==> src/rtl/pipe_ctrl.sv <==
// Pipeline hazard controller: generates PC / pipeline-register enables and
// bubble flushes for data-memory waits, taken branches, load-use hazards,
// HALT retirement and data-memory timeouts. Also counts PC stall cycles.
module pipe_ctrl #(
    parameter int unsigned MEM_TIMEOUT = 16
) (
    input  logic        clk,
    input  logic        rst,
    input  logic        dmem_req,
    input  logic        dmem_done,
    input  logic        branch_taken,
    input  logic        load_use,
    input  logic        halt_in,
    output logic        pc_en,
    output logic        en_if_id,
    output logic        en_id_ex,
    output logic        en_ex_mem,
    output logic        en_mem_wb,
    output logic        flush_if_id,
    output logic        flush_id_ex,
    output logic        halted,
    output logic        err,
    output logic [15:0] stall_cnt
);

    typedef enum logic [1:0] {
        RUN      = 2'd0,
        MEM_WAIT = 2'd1,
        HALT     = 2'd2,
        ERR      = 2'd3
    } state_t;

    // Last wait-counter value tolerated before declaring a timeout.
    localparam logic [7:0] WAIT_LAST = 8'(MEM_TIMEOUT - 1);

    state_t      state_q, state_d;
    logic [7:0]  waitCnt_q, waitCnt_d;
    logic [15:0] stallCnt_q, stallCnt_d;

    // Registered state, wait counter and stall counter; reset abandons everything.
    always_ff @(posedge clk) begin
        if (rst) begin
            state_q    <= RUN;
            waitCnt_q  <= 8'd0;
            stallCnt_q <= 16'd0;
        end else begin
            state_q    <= state_d;
            waitCnt_q  <= waitCnt_d;
            stallCnt_q <= stallCnt_d;
        end
    end

    // Next-state and enable/flush decode; memory stall beats halt beats branch beats load-use.
    always_comb begin
        state_d     = state_q;
        waitCnt_d   = waitCnt_q;
        pc_en       = 1'b0;
        en_if_id    = 1'b0;
        en_id_ex    = 1'b0;
        en_ex_mem   = 1'b0;
        en_mem_wb   = 1'b0;
        flush_if_id = 1'b0;
        flush_id_ex = 1'b0;

        case (state_q)
            RUN: begin
                if (dmem_req && !dmem_done) begin
                    state_d   = MEM_WAIT;
                    waitCnt_d = 8'd0;
                end else if (halt_in) begin
                    en_mem_wb = 1'b1;
                    state_d   = HALT;
                end else if (branch_taken) begin
                    pc_en       = 1'b1;
                    en_if_id    = 1'b1;
                    en_id_ex    = 1'b1;
                    en_ex_mem   = 1'b1;
                    en_mem_wb   = 1'b1;
                    flush_if_id = 1'b1;
                    flush_id_ex = 1'b1;
                end else if (load_use) begin
                    en_id_ex    = 1'b1;
                    en_ex_mem   = 1'b1;
                    en_mem_wb   = 1'b1;
                    flush_id_ex = 1'b1;
                end else begin
                    pc_en     = 1'b1;
                    en_if_id  = 1'b1;
                    en_id_ex  = 1'b1;
                    en_ex_mem = 1'b1;
                    en_mem_wb = 1'b1;
                end
            end
            MEM_WAIT: begin
                if (dmem_done) begin
                    pc_en     = 1'b1;
                    en_if_id  = 1'b1;
                    en_id_ex  = 1'b1;
                    en_ex_mem = 1'b1;
                    en_mem_wb = 1'b1;
                    waitCnt_d = 8'd0;
                    state_d   = RUN;
                end else if (waitCnt_q == WAIT_LAST) begin
                    waitCnt_d = 8'd0;
                    state_d   = ERR;
                end else begin
                    waitCnt_d = waitCnt_q + 8'd1;
                end
            end
            HALT: begin
                state_d = HALT;
            end
            ERR: begin
                state_d = ERR;
            end
            default: begin
                state_d = RUN;
            end
        endcase

        if (rst) begin
            pc_en       = 1'b0;
            en_if_id    = 1'b0;
            en_id_ex    = 1'b0;
            en_ex_mem   = 1'b0;
            en_mem_wb   = 1'b0;
            flush_if_id = 1'b0;
            flush_id_ex = 1'b0;
        end
    end

    // Saturating count of PC-stalled cycles while the pipeline is still live.
    always_comb begin
        stallCnt_d = stallCnt_q;
        if (!pc_en && (state_q == RUN || state_q == MEM_WAIT) && stallCnt_q != 16'hFFFF) begin
            stallCnt_d = stallCnt_q + 16'd1;
        end
    end

    // Status outputs straight from the registered state.
    always_comb begin
        halted    = (state_q == HALT);
        err       = (state_q == ERR);
        stall_cnt = stallCnt_q;
    end

endmodule

==> config.mk <==
export PLATFORM = sky130hd
export DESIGN_NAME = pipe_ctrl
export DESIGN_NICKNAME = d
export VERILOG_FILES = /design/src/rtl/pipe_ctrl.sv
export SDC_FILE = /design/constraint.sdc
export NUM_CORES = 1
export LEC_CHECK = 0
export ABC_AREA = 1
export BUFFER_PORTS_ARGS = -buffer_cell sky130_fd_sc_hd__buf_2
export CORE_ASPECT_RATIO = 1.4
export CORE_MARGIN = 5
export CORE_UTILIZATION = 49
export DETAILED_ROUTE_END_ITERATION = 8
export HOLD_SLACK_MARGIN = 0.05
export PLACE_DENSITY = 0.8
export SLEW_MARGIN = 10
export SYNTH_ARGS = -nofsm -noshare
export SYNTH_HDL_FRONTEND = slang
export SYNTH_SLANG_ARGS = --single-unit
==> constraint.sdc <==
create_clock -name clk -period 1.3 [get_ports clk]
set_input_delay 0.195 -clock clk [delete_from_list [all_inputs] [get_ports clk]]
set_output_delay 0.195 -clock clk [all_outputs]
set_load 0.02 [all_outputs]
==> impl_metrics.env <==
export IMPL_slew_violations=0
export IMPL_coreArea_sq_mm=0.00332
export IMPL_vias_per_cell=5.77
export IMPL_max_cap_violations=0
export IMPL_rr_startpoint="stall_cnt[12]"
export IMPL_synthArstFlopShare_pct=0
export IMPL_crit_top_cell="buf_6"
export IMPL_combPwrFrac_pct=33.0
export IMPL_setup_viol=30
export IMPL_yosysSeqAreaShare_pct=31.6
export IMPL_drc=0
export IMPL_start_kind="flop"
export IMPL_dr_first_iter_drc_count=153
export IMPL_fin_ws_ns=-0.332
export IMPL_hold_start="rst"
export IMPL_rows=25
export IMPL_path_max_fanout=3
export IMPL_maxSlewHeadroom_pct=80.2
export IMPL_syn_nets=263
export IMPL_gr_usage_all_layers_pct=25.4
export IMPL_synthesis_area_sq_mm=0.00165
export IMPL_worst_slew_pin_slew_ns=0.297
export IMPL_p_leak_nw=1.23
export IMPL_critPathKind="flop to primary output"
export IMPL_fp_dieArea_sq_mm=0.00464
export IMPL_gp_congestion=0.882
export IMPL_grt_pass1_wl_mm=9.08
export IMPL_diodes=0
export IMPL_p_clk_share_pct=25.0
export IMPL_synth_seq_cells=26
export IMPL_cts_root_buf="clkbuf_8"
export IMPL_power_switching_share_pct=35.1
export IMPL_cp_end_kind="primary output"
export IMPL_cts_max_level=1
export IMPL_synth_cells=254
export IMPL_cts_buffer_depth=2
export IMPL_cp_data_required_time_ns=1.11
export IMPL_antenna_found_initial=0
export IMPL_ir_drop_v=0.000682
export IMPL_dp_slack_ns=-0.113
export IMPL_finalWirelength_mm=6.68
export IMPL_place_inst=360
export IMPL_final_util_pct=81.7
export IMPL_intPower_w=0.00134
export IMPL_instances_no_fill=375
export IMPL_cts_buffers=3
export IMPL_crit_start="state_q[0]"
export IMPL_final_common_cell="nand2_1"
export IMPL_layout_min_cycle_time_ns=1.63
export IMPL_synth_edf_count=0
export IMPL_wl_per_cell_um=17.8
export IMPL_area_growth_pct=64.2
export IMPL_antenna_left=0
export IMPL_die_w_um=59.0
export IMPL_dr_pass1_iters=4
export IMPL_period_share_pct=126
export IMPL_clock_sinks=26
export IMPL_fin_total_pwr_w=0.00206
export IMPL_fp_dieH_um=78.6
export IMPL_cts_tree="yes"
export IMPL_hold_class="input port to flop"
export IMPL_worstPathArrival_ns=1.44
export IMPL_start_util_pct=49.7
export IMPL_skew_ns=0.00527
export IMPL_slowest_delay_ns=0.37
export IMPL_grt_max_degree=18
export IMPL_yosys_most_used_dff="dfxtp_1"
export IMPL_drive_gt1_share_pct=53.1
export IMPL_slowest_stage="dfxtp_4"
export IMPL_mostFrequentLayoutCells="54 x nand2_1, 45 x buf_4, 27 x inv_1"
export IMPL_cts_hold_buf=0
export IMPL_violations="setup timing"
export IMPL_cp_cell_sequence="nor2_4, nand3_2, buf_6, a21oi_4, buf_6"
export IMPL_syn_area_per_cell_sq_um=6.49
export IMPL_rsz0062_at_grt="true"
export IMPL_p_sw_w=0.000723
export IMPL_max_freq_mhz=613
export IMPL_port_buffers=31
export IMPL_final_hold_viol_count=0
export IMPL_powerDensity_mw_per_mm2=761
export IMPL_synth_cell_types=28
export IMPL_power_frac_seq_pct=42.0
export IMPL_vias=2163
export IMPL_outcome="finished with violations"
export IMPL_num_io_pins=32
export IMPL_clk_latency_ns=0.29
export IMPL_grt_ovfl_total=0
export IMPL_grt_pass1_vias=2054
export IMPL_final_nets=345
export IMPL_clk_pin_slew_worst_paths_ns=0.10
export IMPL_yosys_warnings=0
export IMPL_dp_hpwl_mm=3.39
path summary, 6_finish.rpt:
| kind | endpoint | depth (start not counted) | slack (ns) |
|---|---|---|---|
| worst max register to register | stall_cnt[7] | 6 | -0.18 |
| worst min register to register | waitCnt_q[1] | 2 | 0.50 |
| worst min-delay path | stall_cnt[3] | 3 | 0.36 |
| worst max-delay path | en_ex_mem | 5 | -0.33 |
Yosys cell counts, types with 2 or more instances:
cell type / n / area [sq um]
nand4_1: 13 / 81.3
buf_4: 3 / 22.5
o21ai_0: 6 / 30.0
inv_1: 33 / 124
ha_1: 2 / 25.0
xor2_1: 3 / 26.3
nand3_1: 14 / 70.1
nor2_4: 3 / 33.8
a21oi_2: 5 / 43.8
nor3_1: 6 / 30.0
clkbuf_1: 2 / 7.51
nand3_2: 3 / 30.0
nand2_1: 70 / 263
a21oi_1: 11 / 55.1
dfxtp_1: 26 / 521
nor2_1: 35 / 131
nand2_2: 4 / 25.0
nand3b_1: 3 / 22.5
nor3b_1: 3 / 22.5
critical path: cells and delay by family, from the launching register on:
family	cells	cell delay (ns)
flip-flops	1	0.37
buffers and inverters	2	0.30
AND/OR/NAND/NOR	2	0.30
AO/OA/AOI/OAI	1	0.17
sequential cells by signal, indices dropped and copies added (netlist names):
| register | flops |
|---|---|
| stall_cnt | 16 |
| waitCnt_q | 8 |
| state_q | 2 |
per-layer routing:
metal	wire length, um	global-route usage, %
met1	2310	25.6
met3	424	2.14
met5	0	0
met2	3470	46.8
met4	487	17.5
cells by family after synthesis:
family / synth area share [%]
buf+inv: 10.8
mux: 0.607
simple gates: 44.7
xor+xnor: 2.12
compound gates: 8.73
flops: 31.6
fa+ha+maj: 1.52
power by group through the flow:
stage,logic [W],clock network [W],registers [W]
after floorplan,0.000254,0,0.000897
after global placement,0.000430,0,0.000872
after detailed placement,0.000436,0,0.000876
after CTS,0.000570,0.000498,0.000861
after global routing,0.000717,0.000547,0.000867
final,0.000679,0.000516,0.000866
stage by stage:
step	setup TNS (ns)	hold slack (ns)	area (sq um)
after CTS	-2.92	0.339	2490
after global placement	-0.503	0.473	2210
after global routing	-7.36	0.377	2710
final	-4.93	0.364	2710
after floorplan	-0.743	0.399	1740
after detailed placement	-1.43	0.485	2210
what timing repair did:
item | 4_1_cts | 5_1_grt
hold endpoints to repair | 0 | 0
resized for setup | 46 | 55
cloned | 1 | 0
buffers inserted | 8 | 3
endpoints found under the setup margin | 27 | 32
pin swaps | 25 | 22
final cells by class:
class / instances / area [sq um]
clock buffer: 4 / 45.0
fill: 198 / 608
inverter: 34 / 143
multi-input combinational: 188 / 1270
sequential: 26 / 554
tap: 40 / 50.0
timing repair buffer: 83 / 646
No activity file was read; power rests on OpenSTA's default activity.
